<file path="config.mk">
export PLATFORM = sky130hd
export DESIGN_NAME = multicycle_ctrl_flat
export DESIGN_NICKNAME = d
export VERILOG_FILES = /design/src/rtl/ctrl_pkg.sv /design/src/rtl/multicycle_ctrl_if.sv /design/src/rtl/multicycle_ctrl_alu_op_dec.sv /design/src/rtl/multicycle_ctrl.sv /design/src/flat_wrapper.sv
export SDC_FILE = /design/constraint.sdc
export NUM_CORES = 1
export LEC_CHECK = 0
export CORE_AREA = 2 2 53 55
export CTS_CLUSTER_SIZE = 12
export DETAILED_ROUTE_END_ITERATION = 6
export DIE_AREA = 0 0 55 57
export GPL_TIMING_DRIVEN = 0
export PLACE_DENSITY = 0.88
export SKIP_LAST_GASP = 1
export SLEW_MARGIN = 5
export SYNTH_ARGS = -nofsm -noshare
export SYNTH_HDL_FRONTEND = slang
export SYNTH_SLANG_ARGS = --single-unit
export TNS_END_PERCENT = 100
</file>
<file path="constraint.sdc">
create_clock -name clk_i -period 2.2 [get_ports clk_i]
set_input_delay 0.22 -clock clk_i [delete_from_list [all_inputs] [get_ports clk_i]]
set_output_delay 0.22 -clock clk_i [all_outputs]
set_load 0.02 [all_outputs]
</file>
<file path="src/rtl/ctrl_pkg.sv">
// Shared types and constants for the multicycle RV32I-subset sequencing controller.
package ctrl_pkg;

  typedef enum logic [2:0] {
    S_IDLE,
    S_FETCH,
    S_DECODE,
    S_EXEC,
    S_MEM,
    S_WB,
    S_HALT
  } state_t;

  localparam logic [6:0] OP_R      = 7'b0110011;
  localparam logic [6:0] OP_I      = 7'b0010011;
  localparam logic [6:0] OP_LOAD   = 7'b0000011;
  localparam logic [6:0] OP_STORE  = 7'b0100011;
  localparam logic [6:0] OP_BRANCH = 7'b1100011;

  typedef enum logic [1:0] {
    IMM_NONE = 2'd0,
    IMM_I    = 2'd1,
    IMM_S    = 2'd2,
    IMM_B    = 2'd3
  } imm_type_t;

  typedef enum logic [3:0] {
    ALU_ADD = 4'd0,
    ALU_SUB = 4'd1,
    ALU_AND = 4'd2,
    ALU_OR  = 4'd3,
    ALU_XOR = 4'd4,
    ALU_SLL = 4'd5,
    ALU_SRL = 4'd6,
    ALU_SRA = 4'd7,
    ALU_SLT = 4'd8
  } alu_op_t;

  localparam int DEFAULT_MEM_TIMEOUT = 16;

  function automatic imm_type_t imm_type_of(input logic [6:0] opcode);
    case (opcode)
      OP_I, OP_LOAD: return IMM_I;
      OP_STORE:      return IMM_S;
      OP_BRANCH:     return IMM_B;
      default:       return IMM_NONE;
    endcase
  endfunction

endpackage

</file>
<file path="src/rtl/multicycle_ctrl_if.sv">
// Controller <-> datapath/memory bundle; master is the controller side.
interface multicycle_ctrl_if;
  import ctrl_pkg::*;

  logic        start_i;
  logic [31:0] instr_i;
  logic        zero_i;
  logic        mem_ack_i;
  logic        mem_req_o;
  logic        mem_we_o;
  logic        addr_sel_o;
  logic        ir_we_o;
  logic        pc_we_o;
  logic        pc_sel_o;
  imm_type_t   imm_type_o;
  logic        alu_src_o;
  alu_op_t     alu_op_o;
  logic        reg_we_o;
  logic        wb_sel_o;
  logic        busy_o;
  logic        instret_o;
  logic        illegal_o;
  logic        timeout_o;

  modport master (
    input  start_i, instr_i, zero_i, mem_ack_i,
    output mem_req_o, mem_we_o, addr_sel_o, ir_we_o, pc_we_o, pc_sel_o,
           imm_type_o, alu_src_o, alu_op_o, reg_we_o, wb_sel_o,
           busy_o, instret_o, illegal_o, timeout_o
  );

  modport slave (
    output start_i, instr_i, zero_i, mem_ack_i,
    input  mem_req_o, mem_we_o, addr_sel_o, ir_we_o, pc_we_o, pc_sel_o,
           imm_type_o, alu_src_o, alu_op_o, reg_we_o, wb_sel_o,
           busy_o, instret_o, illegal_o, timeout_o
  );

endinterface

</file>
<file path="src/rtl/multicycle_ctrl_alu_op_dec.sv">
// Combinational opcode/funct3/funct7[5] -> ALU operation decode, with an illegal-instruction flag.
module Alu_Op_Dec
  import ctrl_pkg::*;
(
  input  logic [6:0] i_opcode,
  input  logic [2:0] i_funct3,
  input  logic       i_funct7_5,
  output alu_op_t    o_alu_op,
  output logic       o_illegal
);

  always_comb begin
    o_alu_op  = ALU_ADD;
    o_illegal = 1'b0;
    case (i_opcode)
      OP_R, OP_I: begin
        case (i_funct3)
          3'b000:  o_alu_op = (i_opcode == OP_R && i_funct7_5) ? ALU_SUB : ALU_ADD;
          3'b001:  o_alu_op = ALU_SLL;
          3'b010:  o_alu_op = ALU_SLT;
          3'b100:  o_alu_op = ALU_XOR;
          3'b101:  o_alu_op = i_funct7_5 ? ALU_SRA : ALU_SRL;
          3'b110:  o_alu_op = ALU_OR;
          3'b111:  o_alu_op = ALU_AND;
          default: o_illegal = 1'b1;  // unsigned compare is not in the subset
        endcase
      end
      OP_LOAD, OP_STORE: o_alu_op = ALU_ADD;
      OP_BRANCH: begin
        o_alu_op  = ALU_SUB;
        o_illegal = (i_funct3[2:1] != 2'b00);  // only beq/bne
      end
      default: o_illegal = 1'b1;
    endcase
  end

endmodule

</file>
<file path="src/rtl/multicycle_ctrl.sv">
// Multicycle RV32I-subset sequencer: FETCH/DECODE/EXEC/MEM/WB over one shared memory port,
// with a per-request wait timeout and sticky halt flags.
module multicycle_ctrl
  import ctrl_pkg::*;
#(
  parameter int MEM_TIMEOUT = DEFAULT_MEM_TIMEOUT
) (
  input  logic              clk_i,
  input  logic              rst_i,
  multicycle_ctrl_if.master bus
);

  localparam int            CW        = $clog2(MEM_TIMEOUT);
  localparam logic [CW-1:0] WAIT_LAST = CW'(MEM_TIMEOUT - 1);

  state_t        r_state, w_state_next;
  logic [CW-1:0] r_wait, w_wait_next;
  logic          r_illegal, w_illegal_next;
  logic          r_timeout, w_timeout_next;
  logic          w_wait_tick;

  logic [6:0]    w_opcode;
  logic [2:0]    w_funct3;
  logic          w_funct7_5;
  logic          w_unused_instr;
  alu_op_t       w_dec_alu_op;
  logic          w_dec_illegal;

  logic          w_mem_req, w_mem_we, w_addr_sel, w_ir_we, w_pc_we, w_pc_sel;
  logic          w_alu_src, w_reg_we, w_wb_sel, w_instret;
  imm_type_t     w_imm_type;
  alu_op_t       w_alu_op;

  assign w_opcode       = bus.instr_i[6:0];
  assign w_funct3       = bus.instr_i[14:12];
  assign w_funct7_5     = bus.instr_i[30];
  assign w_unused_instr = ^{bus.instr_i[31], bus.instr_i[29:15], bus.instr_i[11:7]};

  Alu_Op_Dec u_alu_op_dec (
    .i_opcode   (w_opcode),
    .i_funct3   (w_funct3),
    .i_funct7_5 (w_funct7_5),
    .o_alu_op   (w_dec_alu_op),
    .o_illegal  (w_dec_illegal)
  );

  always_ff @(posedge clk_i or negedge rst_i) begin
    if (!rst_i) begin
      r_state   <= S_IDLE;
      r_wait    <= '0;
      r_illegal <= 1'b0;
      r_timeout <= 1'b0;
    end else begin
      r_state   <= w_state_next;
      r_wait    <= w_wait_next;
      r_illegal <= w_illegal_next;
      r_timeout <= w_timeout_next;
    end
  end

  always_comb begin
    w_state_next   = r_state;
    w_wait_next    = r_wait;
    w_illegal_next = r_illegal;
    w_timeout_next = r_timeout;
    w_wait_tick    = 1'b0;
    w_mem_req      = 1'b0;
    w_mem_we       = 1'b0;
    w_addr_sel     = 1'b0;
    w_ir_we        = 1'b0;
    w_pc_we        = 1'b0;
    w_pc_sel       = 1'b0;
    w_imm_type     = IMM_NONE;
    w_alu_src      = 1'b0;
    w_alu_op       = ALU_ADD;
    w_reg_we       = 1'b0;
    w_wb_sel       = 1'b0;
    w_instret      = 1'b0;

    case (r_state)
      S_IDLE: begin
        if (bus.start_i) w_state_next = S_FETCH;
      end
      S_FETCH: begin
        w_mem_req = 1'b1;
        if (bus.mem_ack_i) begin
          w_ir_we      = 1'b1;
          w_state_next = S_DECODE;
        end else begin
          w_wait_tick = 1'b1;
        end
      end
      S_DECODE: begin
        w_imm_type = imm_type_of(w_opcode);
        if (w_dec_illegal) begin
          w_illegal_next = 1'b1;
          w_state_next   = S_HALT;
        end else begin
          w_state_next = S_EXEC;
        end
      end
      S_EXEC: begin
        w_imm_type = imm_type_of(w_opcode);
        w_alu_op   = w_dec_alu_op;
        case (w_opcode)
          OP_R: w_state_next = S_WB;
          OP_I: begin
            w_alu_src    = 1'b1;
            w_state_next = S_WB;
          end
          OP_LOAD, OP_STORE: begin
            w_alu_src    = 1'b1;
            w_state_next = S_MEM;
          end
          OP_BRANCH: begin
            // funct3[0] distinguishes bne from beq
            w_pc_we      = 1'b1;
            w_instret    = 1'b1;
            w_pc_sel     = w_funct3[0] ? !bus.zero_i : bus.zero_i;
            w_state_next = S_FETCH;
          end
          default: begin
            w_illegal_next = 1'b1;
            w_state_next   = S_HALT;
          end
        endcase
      end
      S_MEM: begin
        w_imm_type = imm_type_of(w_opcode);
        w_mem_req  = 1'b1;
        w_addr_sel = 1'b1;
        w_mem_we   = (w_opcode == OP_STORE);
        if (bus.mem_ack_i) begin
          if (w_opcode == OP_STORE) begin
            w_pc_we      = 1'b1;
            w_instret    = 1'b1;
            w_state_next = S_FETCH;
          end else begin
            w_state_next = S_WB;
          end
        end else begin
          w_wait_tick = 1'b1;
        end
      end
      S_WB: begin
        w_reg_we     = 1'b1;
        w_wb_sel     = (w_opcode == OP_LOAD);
        w_pc_we      = 1'b1;
        w_instret    = 1'b1;
        w_state_next = S_FETCH;
      end
      S_HALT: w_state_next = S_HALT;
      default: w_state_next = S_IDLE;
    endcase

    // An ack in the final allowed cycle never reaches here, so it wins over the timeout.
    if (w_wait_tick) begin
      if (r_wait == WAIT_LAST) begin
        w_timeout_next = 1'b1;
        w_state_next   = S_HALT;
      end else begin
        w_wait_next = r_wait + 1'b1;
      end
    end
    if (w_state_next != r_state) w_wait_next = '0;
  end

  assign bus.mem_req_o  = w_mem_req;
  assign bus.mem_we_o   = w_mem_we;
  assign bus.addr_sel_o = w_addr_sel;
  assign bus.ir_we_o    = w_ir_we;
  assign bus.pc_we_o    = w_pc_we;
  assign bus.pc_sel_o   = w_pc_sel;
  assign bus.imm_type_o = w_imm_type;
  assign bus.alu_src_o  = w_alu_src;
  assign bus.alu_op_o   = w_alu_op;
  assign bus.reg_we_o   = w_reg_we;
  assign bus.wb_sel_o   = w_wb_sel;
  assign bus.instret_o  = w_instret;
  assign bus.busy_o     = (r_state != S_IDLE) && (r_state != S_HALT);
  assign bus.illegal_o  = r_illegal;
  assign bus.timeout_o  = r_timeout;

endmodule
</file>
<file path="src/flat_wrapper.sv">
// flat-port wrapper written by rule: the top's interface ports become plain ports
module multicycle_ctrl_flat import ctrl_pkg::*;
#(
  parameter int MEM_TIMEOUT = DEFAULT_MEM_TIMEOUT
)
  (clk_i, rst_i, bus_start_i, bus_instr_i, bus_zero_i, bus_mem_ack_i, bus_mem_req_o, bus_mem_we_o, bus_addr_sel_o, bus_ir_we_o, bus_pc_we_o, bus_pc_sel_o, bus_imm_type_o, bus_alu_src_o, bus_alu_op_o, bus_reg_we_o, bus_wb_sel_o, bus_busy_o, bus_instret_o, bus_illegal_o, bus_timeout_o);
  multicycle_ctrl_if bus_i ();
  input  logic clk_i;
  input  logic rst_i;
  input wire logic [$bits(bus_i.start_i)-1:0] bus_start_i;
  input wire logic [$bits(bus_i.instr_i)-1:0] bus_instr_i;
  input wire logic [$bits(bus_i.zero_i)-1:0] bus_zero_i;
  input wire logic [$bits(bus_i.mem_ack_i)-1:0] bus_mem_ack_i;
  output wire logic [$bits(bus_i.mem_req_o)-1:0] bus_mem_req_o;
  output wire logic [$bits(bus_i.mem_we_o)-1:0] bus_mem_we_o;
  output wire logic [$bits(bus_i.addr_sel_o)-1:0] bus_addr_sel_o;
  output wire logic [$bits(bus_i.ir_we_o)-1:0] bus_ir_we_o;
  output wire logic [$bits(bus_i.pc_we_o)-1:0] bus_pc_we_o;
  output wire logic [$bits(bus_i.pc_sel_o)-1:0] bus_pc_sel_o;
  output wire logic [$bits(bus_i.imm_type_o)-1:0] bus_imm_type_o;
  output wire logic [$bits(bus_i.alu_src_o)-1:0] bus_alu_src_o;
  output wire logic [$bits(bus_i.alu_op_o)-1:0] bus_alu_op_o;
  output wire logic [$bits(bus_i.reg_we_o)-1:0] bus_reg_we_o;
  output wire logic [$bits(bus_i.wb_sel_o)-1:0] bus_wb_sel_o;
  output wire logic [$bits(bus_i.busy_o)-1:0] bus_busy_o;
  output wire logic [$bits(bus_i.instret_o)-1:0] bus_instret_o;
  output wire logic [$bits(bus_i.illegal_o)-1:0] bus_illegal_o;
  output wire logic [$bits(bus_i.timeout_o)-1:0] bus_timeout_o;
  assign bus_i.start_i = bus_start_i;
  assign bus_i.instr_i = bus_instr_i;
  assign bus_i.zero_i = bus_zero_i;
  assign bus_i.mem_ack_i = bus_mem_ack_i;
  assign bus_mem_req_o = bus_i.mem_req_o;
  assign bus_mem_we_o = bus_i.mem_we_o;
  assign bus_addr_sel_o = bus_i.addr_sel_o;
  assign bus_ir_we_o = bus_i.ir_we_o;
  assign bus_pc_we_o = bus_i.pc_we_o;
  assign bus_pc_sel_o = bus_i.pc_sel_o;
  assign bus_imm_type_o = bus_i.imm_type_o;
  assign bus_alu_src_o = bus_i.alu_src_o;
  assign bus_alu_op_o = bus_i.alu_op_o;
  assign bus_reg_we_o = bus_i.reg_we_o;
  assign bus_wb_sel_o = bus_i.wb_sel_o;
  assign bus_busy_o = bus_i.busy_o;
  assign bus_instret_o = bus_i.instret_o;
  assign bus_illegal_o = bus_i.illegal_o;
  assign bus_timeout_o = bus_i.timeout_o;
  multicycle_ctrl #(.MEM_TIMEOUT(MEM_TIMEOUT)) u_core (.clk_i(clk_i), .rst_i(rst_i), .bus(bus_i));
endmodule
</file>
==> results.md, run 1 <==
- Ys async rst share: 100%
- Die area: 0.00314 mm^2
- Post-route DRC: 0
- Worst Path Required: 2.34 ns
- Nets: 192
- CP max-delay cell: or4b_4
- Clk slew on worst S/H paths: 0.06 ns
- Max FO, Critical Path: 9
- Post-route ant nets: 0
- Worst-Skew Late Latency: 0.25 ns
- Max Cap Violations: 0
- Sequential fraction of the synthesis area: 25.1%
- CP top delay family: simple AND/OR/NAND/NOR gates
- Clock tree from TritonCTS: built
- Final Cycle Share: 98.9%
- Main combinational cell family by area after synthesis: simple AND/OR/NAND/NOR gates
- DRT Pass-1 Iters: 4
- Area growth syn-to-layout: 56.6%
- Worst Setup End Kind: flop
- Initial DRC Count: 15
- Peak supply drop: 545 uV
- Share of layout cells above drive strength 1: 28.1%
- Critical path class: in -> reg
- Max Fclk: 459 MHz
- Num rows: 19
- ANT cells: 0
- Leading area contributor after synthesis: dfrtp_1
- Final worst setup slack: 0.0232 ns
- Post-synthesis cell type count: 44
- Crit path DAT: 2.31 ns
- Root buffer cell: clkbuf_4
- Period minus WS final: 2.18 ns
- Cts bufs inserted: 3
- Final cell count without fillers: 184
- Leakage: 0.631 nW
- Final Max Slew Viols: 0
- Final Hold Viols: 0
- Post-cts hold buffer count: 0
- DP Worst Slack: -0.715 ns
- Routed via count: 1078
- Slew @ Worst Pin: 0.613 ns
- Pwr Density: 858 mW/mm^2
- Largest net degree at the start of global routing: 11
- Synth Area in XOR/XNOR: 4.89%
- Hold WC Path Type: in -> async
- Status: completed
- WL per Instance: 16.4 um
- I/O pins: 56
- Port buffer count: 34
- Final Setup Violations: 0
- Synth Cell Area: 896 um^2
- Relative slew slack: 58.6%
- Multiplexer share of the synthesized area: 1.12%
- Top_reg_cell synth: dfrtp_1
- CP cell instances: buf_2 > or4b_4 > a211oi_4 > o22ai_2 > or4_4 > a2111oi_4
- Top cells by area, synth: dfrtp_1, and3_1, nor2_1
- Startpoint class of the critical path: input pin
- Routed WL: 3010 um
- Die Ht: 57 um
- Number of flops mapped to enable cells by yosys: 0
- Number of global-route vias before repair: 1044
- Slowest cell delay on critical path: 0.56 ns
- Clock Path Buffers: 2
- Simple-gate share of the synthesized area: 36.5%
- Dpl hpwl: 2080 um
- Post-Synth Adder-Cell Area: 1.40%
- Compound-Gate Fraction of Synth Area: 28.1%
- Placed cell count: 176
- Synthesized instance count: 111
- Design area: 0.00140 mm^2
- CTS sink cnt: 9
- Top-area cell type share of the netlist area: 25.1%
- Routability congestion estimate: 0.860
- Core Util, Final: 53.6%
- Initial antenna violation count: 0
- H-Tree Level Count: 1
- FF+latch count, synth: 9
- Vias per cell: 5.86
- Wire length of the first global-routing pass: 4570 um
- Clock Skews: 0.00166 ns
- Post-Syn Area per Cell: 8.07 um^2
- Area of the core: 0.00262 mm^2
- Final TNS setup: 0 ns
- Die W: 55 um
- CP Buf/Inv Count: 1
- Tot Pwr: 1.20 mW
- Gr usage total: 18.9%
- YS warnings: 0
- Mapped Nets: 149
- Fin Hold WS: 0.265 ns
- Effective utilization at floorplan: 34.3%
- Placement-stage cell area: 0.00127 mm^2
- Total gr overflow: 0
## sequential cells by signal (all words and copies together), names as in the netlist
name	cells
u_core.r_state	3
u_core.r_wait	4
u_core.bus.illegal_o	1
u_core.bus.timeout_o	1
## path summary, 6_finish.rpt
kind | endpoint | slack (ns) | start | cells past startpoint
min | u_core.r_wait[1] | 0.27 | rst_i | 1
min reg2reg | u_core.bus.timeout_o | 0.48 | u_core.bus.timeout_o | 1
max in group asynchronous | u_core.r_state[1] | 1.62 | rst_i | 1
max reg2reg | u_core.r_wait[2] | 0.12 | u_core.r_wait[0] | 6
min in group clk_i | u_core.bus.timeout_o | 0.48 | u_core.bus.timeout_o | 1
max | u_core.r_wait[2] | 0.02 | bus_instr_i[4] | 6
## report_power, final
part	switching [mW]	leakage (nW)	internal (mW)
registers	0.0511	0.113	0.199
clock network	0.0567	0.0150	0.0698
logic	0.474	0.503	0.353
## synthesized netlist by cell type, types with 2 or more instances
cell,instances
a211oi_1,3
a21o_1,2
a21oi_1,4
a31o_2,2
a31oi_1,3
a41oi_1,3
and3_1,6
and3b_1,3
clkbuf_1,3
dfrtp_1,9
inv_1,2
nand2_1,8
nand2b_1,3
nand3_1,4
nor2_1,10
nor2b_1,4
nor3_1,4
nor4bb_1,2
o21ai_0,6
o22ai_1,2
or2_2,2
xnor2_1,2
xor2_1,3
## layout make-up
type                            count  area (um^2)
Timing Repair Buffer               38          327
Fill cell                         251         1210
Multi-Input combinational cell     96          749
Inverter                            2         7.51
Clock buffer                        4         26.3
Sequential cell                     9          226
Tap cell                           31         38.8
Buffer                              4         27.5
## logic make-up after synthesis
family	Yosys count
adder cells (fa/ha/maj)	1
buffers and inverters	6
AO/OA/AOI/OAI	34
flip-flops	9
XOR/XNOR	5
multiplexers	1
AND/OR/NAND/NOR	55
## layer usage
metal	global-route usage, %	up-vias	share of wire, %
met5	0	-	0
met4	9.41	0	1.7
met3	2.62	4	6.3
met2	33.3	40	54
met1	21.4	523	38
li1	-	511	-
## placed cells by master (no fill, tap or decap), types with 2 or more instances in the layout
master           count
and3_1               5
or2_2                2
xnor2_1              2
inv_1                2
dlymetal6s2s_1       3
xor2_1               2
clkdlybuf4s50_1     12
dfrtp_1              8
nor2b_1              4
nor2_1               8
nand3_1              3
nand2b_1             3
clkbuf_4             5
a21o_1               2
buf_4                5
nor3_1               4
a21oi_1              4
clkbuf_2             8
a211oi_1             3
dlygate4sd2_1       10
a31o_2               2
and3b_1              2
nand2_1              8
o21ai_0              6
a41oi_1              3
a31oi_1              2
## repair_timing
| action | in CTS | in global routing |
|---|---|---|
| buffers inserted | 2 | 2 |
| pin swaps | 6 | 5 |
| resized for setup | 38 | 33 |
| endpoints found under the setup margin | 18 | 7 |
## worst register-to-register path: stages (launching register included)
cell and delay, ns:
dfrtp_1 0.41, ha_2 0.22, nand3_2 0.11, o21ai_0 0.13, o2bb2ai_2 0.16, or4_4 0.52, a2111oi_4 0.41
Power figures use the tool's default switching activity.
==> inputs of run 2 (changes only) <==
- CELL_PAD_IN_SITES_DETAIL_PLACEMENT: unset -> 1
- CELL_PAD_IN_SITES_GLOBAL_PLACEMENT: unset -> 1
- CORE_AREA: 2 2 53 55 -> 2 2 63 65
- DIE_AREA: 0 0 55 57 -> 0 0 65 67
- PLACE_DENSITY: 0.88 -> 0.9
==> results.md, run 2 (synthesis gave the netlist of run 1 again) <==
- Root buffer cell: clkbuf_8
- Status: completed
- Hold WC Path Type: in -> async
- Gr usage total: 16.9%
- Worst-Skew Late Latency: 0.23 ns
- ANT cells: 0
- Routed via count: 1088
- Max Fclk: 458 MHz
- Area of the core: 0.00361 mm^2
- Cts bufs inserted: 3
- WL per Instance: 16.7 um
- Max Cap Violations: 0
- Placement-stage cell area: 0.00130 mm^2
- Pwr Density: 893 mW/mm^2
- Leakage: 0.634 nW
- DRT Pass-1 Iters: 4
- Clk slew on worst S/H paths: 0.05 ns
- Number of global-route vias before repair: 1182
- Post-route ant nets: 0
- Share of layout cells above drive strength 1: 26.6%
- Layout filler cell count: 431
- Peak supply drop: 391 uV
- Dpl hpwl: 2390 um
- RSZ-0062 raised after global routing: true
- Clock Path Buffers: 2
- Leading cell type in the layout, fill and taps excluded: clkdlybuf4s50_1
- Worst Setup End Kind: primary output
- Die area: 0.00436 mm^2
- Routability congestion estimate: 0.821
- Die Ht: 67 um
- Port buffer count: 34
- I/O pins: 56
- Final Hold Viols: 0
- Register bank with the most flops: u_core.r_wait
- DP Worst Slack: -0.686 ns
- Clock tree from TritonCTS: built
- Max FO, Critical Path: 10
- H-Tree Level Count: 1
- Register area: 226 um^2
- Final worst setup slack: 0.0143 ns
- Area occupied by multi-input gates: 742 um^2
- Post-route DRC: 0
- Final Max Slew Viols: 0
- Period minus WS final: 2.19 ns
- Post-cts hold buffer count: 0
- Slew @ Worst Pin: 0.501 ns
- Crit path DAT: 1.97 ns
- CTS sink cnt: 9
- Die W: 65 um
- Commonest non-fill, non-tap cells in the layout: clkdlybuf4s50_1, nor2_1
- Wire length of the first global-routing pass: 5850 um
- Clock Skews: 0.00513 ns
- Max reg flops: 4
- Final Setup Violations: 0
- Relative slew slack: 66.2%
- Critical path class: reg -> out
- Design area: 0.00145 mm^2
- Nets: 193
- Final Cycle Share: 99.3%
- Total gr overflow: 0
- Routed WL: 3360 um
- Area growth syn-to-layout: 61.6%
- Top flop regs: u_core.r_wait: 4 flops, u_core.r_state: 3 flops
- Initial antenna violation count: 0
- Vias per cell: 5.39
- Final cell count without fillers: 202
- Initial DRC Count: 24
- Largest net degree at the start of global routing: 11
- Worst Path Required: 1.98 ns
- Placed cell count: 193
- Effective utilization at floorplan: 24.8%
- Startpoint class of the critical path: flop
- Num rows: 22
## run 2: area by class of cell
class / count / area share [%]
well taps: 48 / 4.15
clock inverters: 1 / 0.346
flip-flops and latches: 9 / 15.6
multi-input cells: 96 / 51.3
clock buffers: 3 / 2.85
repair buffers: 39 / 23.5
inverters: 2 / 0.519
plain buffers: 4 / 1.73
## run 2: final timing paths
kind	startpoint	end	slack [ns]	cells after the start
setup / recovery	u_core.r_state[1]	bus_pc_we_o	0.01	6
hold / removal	rst_i	u_core.bus.timeout_o	0.28	1
setup reg to reg	u_core.r_wait[0]	u_core.r_wait[2]	0.06	6
hold reg to reg	u_core.bus.illegal_o	u_core.bus.illegal_o	0.46	1
max in group asynchronous	rst_i	u_core.r_state[1]	1.62	1
min in group clk_i	u_core.bus.illegal_o	u_core.bus.illegal_o	0.46	1
## run 2: per-layer routing
layer / share of wire (%) / wire length, um / GRT usage, %
met1: 47 / 1570 / 22.9
met2: 49 / 1640 / 28.6
met3: 2.7 / 91 / 1.01
met4: 1.8 / 60 / 5.32
met5: 0 / 0 / 0
## run 2: power by group
part / internal [mW] / total, mW / switching, mW
Clock: 0.124 / 0.190 / 0.0668
Combinational: 0.350 / 0.847 / 0.498
Sequential: 0.200 / 0.255 / 0.0555
Total: 0.673 / 1.29 / 0.620
## run 2: worst max-delay path: stages, from the launching register on
cell             delay [ns]
dfrtp_2                0.45
clkbuf_2               0.25
nor2_1                 0.12
and3_1                 0.18
a211o_1                0.31
buf_4                  0.13
clkdlybuf4s15_1        0.28
## run 2: repair_timing
action | in CTS | in global routing
resized for setup | 40 | 26
cloned | 0 | 0
setup buffers | 4 | 2
endpoints found under the setup margin | 18 | 9
pin swaps | 5 | 6
## run 2: stage by stage
step | util [%] | TNS, ns | total power, mW | hold slack (ns)
2_1_floorplan | - | 0 | 0.710 | -0.0756
3_3_place_gp | 35.9 | -7.27 | 0.952 | 0.446
3_5_place_dp | 35.9 | -7.74 | 0.967 | 0.447
4_1_cts | 39.6 | -0.174 | 1.21 | 0.298
5_1_grt | 40.1 | -0.0850 | 1.39 | 0.323
6_report | 40.1 | 0 | 1.29 | 0.279
==> inputs of run 3 (changes only) <==
--- a/config.mk
+++ b/config.mk
@@ -10,2 +10,3 @@
 export CORE_AREA = 2 2 63 65
+export CTS_CLUSTER_DIAMETER = 200
 export CTS_CLUSTER_SIZE = 12
--- a/constraint.sdc
+++ b/constraint.sdc
@@ -3,2 +3,2 @@
 set_output_delay 0.22 -clock clk_i [all_outputs]
-set_load 0.02 [all_outputs]
+set_load 0.05 [all_outputs]
==> results.md, run 3 (synthesis gave the netlist of run 1 again) <==
- WL per Instance: 17.2 um
- CP top delay family: simple AND/OR/NAND/NOR gates
- Pwr Density: 964 mW/mm^2
- Worst Setup End Kind: flop
- Max Used Layer: met4
- CTS sink cnt: 9
- Max FO, Critical Path: 5
- Final worst setup slack: -0.0201 ns
- R2R Path End: u_core.r_wait[2]
- CP cell instances: dlygate4sd2_1 > or4bb_4 > nor4_4 > o2bb2ai_2 > or4_4 > a2111oi_4
- Post-route ant nets: 0
- Clock Skews: 0.00434 ns
- Slew @ Worst Pin: 0.636 ns
- Wire length of the first global-routing pass: 5490 um
- DP Worst Slack: -0.904 ns
- Top flop regs: u_core.r_wait: 4 flops, u_core.r_state: 3 flops
- R2R depth: 6
- Largest net degree at the start of global routing: 11
- Area growth syn-to-layout: 58.9%
- Routed via count: 1048
- Critical path class: in -> reg
- Met2 WL: 1810 um
- Worst-Skew Late Latency: 0.23 ns
- Area of the core: 0.00361 mm^2
- Cts bufs inserted: 3
- RSZ-0062 raised after global routing: true
- Leading cell type in the layout, fill and taps excluded: dlygate4sd2_1
- Hold WC Path Type: in -> async
- DRT Pass-1 Iters: 4
- Routability congestion estimate: 0.849
- Post-route DRC: 0
- Max Cap Violations: 0
- CP Buf/Inv Count: 1
- Initial DRC Count: 54
- Die W: 65 um
- Final Hold Viols: 0
- Total gr overflow: 0
- Dpl hpwl: 2650 um
- Final Cycle Share: 101%
- R2R setup slack: 0.09 ns
- Initial antenna violation count: 0
- Clock Path Buffers: 2
- Routed WL: 3420 um
- Crit path launch: bus_instr_i[2]
- Final TNS setup: -0.0201 ns
- Final cell count without fillers: 199
- Peak supply drop: 421 uV
- Final Max Slew Viols: 0
- Design area: 0.00142 mm^2
- Clock tree from TritonCTS: built
- Period minus WS final: 2.22 ns
- Max reg flops: 4
- Register bank with the most flops: u_core.r_wait
- Port buffer count: 34
- Vias per cell: 5.27
- Status: complete, but fails checks
- Clk slew on worst S/H paths: 0.05 ns
- Fin Hold WS: 0.286 ns
- Die Ht: 67 um
- Met3 routed WL: 74 um
- Commonest non-fill, non-tap cells in the layout: dlygate4sd2_1, clkdlybuf4s50_1, dfrtp_1
- Num rows: 22
- Crit path DAT: 2.34 ns
- Die area: 0.00436 mm^2
- CP endpoint: u_core.r_wait[2]
- Root buffer cell: clkbuf_8
- ANT cells: 0
- Placed cell count: 193
- CP max-delay cell: or4bb_4
- Gr usage total: 16.1%
- M1 WL: 1510 um
- Final Setup Violations: 1
- Max Fclk: 450 MHz
- Failing checks: negative setup slack
- Reg2reg start: u_core.r_wait[0]
- Slowest cell delay on critical path: 0.63 ns
- Share of layout cells above drive strength 1: 27.8%
- Startpoint class of the critical path: input pin
- Worst Path Required: 2.32 ns
- Critical path depth: 6
- I/O pins: 56
- Placement-stage cell area: 0.00131 mm^2
- Relative slew slack: 57.4%
- Effective utilization at floorplan: 24.8%
- Number of global-route vias before repair: 1137
- H-Tree Level Count: 1
- Layout filler cell count: 436
- Nets: 190
- Leakage: 0.591 nW
-- run 3: changes by cell type in the layout (fill, tap and decap cells not counted), moves of 3 or more --
cell             delta
clkdlybuf4s50_1     -4
buf_2               +3
dlygate4sd2_1       +4
clkbuf_2            -4
clkdlybuf4s15_2     +3
-- run 3: layout make-up --
type,instances,area (um^2),share of cell area (%)
clock buffers,4,45.0,3.16
plain buffers,4,22.5,1.58
flip-flops and latches,9,225,15.8
multi-input cells,96,739,51.9
repair buffers,36,324,22.8
well taps,48,60.1,4.22
inverters,2,7.51,0.527
-- run 3: worst register-to-register path, cell delays in order, from the launching register on --
cell and delay, ns:
dfrtp_1 0.40, ha_1 0.25, a31o_2 0.24, o21ai_0 0.15
a21oi_1 0.07, or4_4 0.58, a2111oi_4 0.31
-- run 3: stage by stage --
stage / power, mW / util, %
floorplan: 0.847 / -
global placement: 1.07 / 36.2
detailed placement: 1.12 / 36.2
CTS: 1.33 / 39.2
global route: 1.46 / 39.5
finish: 1.37 / 39.5
-- run 3: power by group --
group | total [mW] | internal, mW | switching [mW]
logic | 0.933 | 0.310 | 0.623
registers | 0.249 | 0.198 | 0.0506
clock network | 0.190 | 0.126 | 0.0641
-- run 3: worst min-delay path by stage --
stage                          from                   end
2_1_floorplan                 rst_i  u_core.bus.illegal_o
3_3_place_gp   u_core.bus.illegal_o  u_core.bus.illegal_o
3_5_place_dp   u_core.bus.timeout_o  u_core.bus.timeout_o
4_1_cts                       rst_i  u_core.bus.timeout_o
5_1_grt                       rst_i  u_core.bus.illegal_o
6_report                      rst_i  u_core.bus.illegal_o
-- run 3: layer usage --
layer	vias up	global-route usage, %
li1	511	-
met1	517	19.5
met2	16	30.0
met3	4	1.52
met4	0	4.79
met5	-	0
-- run 3: what timing repair did --
item / 4_1_cts / 5_1_grt
resized for setup: 73 / 17
cloned: 0 / 0
hold buffers: 0 / 0
setup buffers: 2 / 0
pin swaps: 6 / 1
endpoints found under the setup margin: 20 / 14
endpoints found under the hold margin: 0 / 0
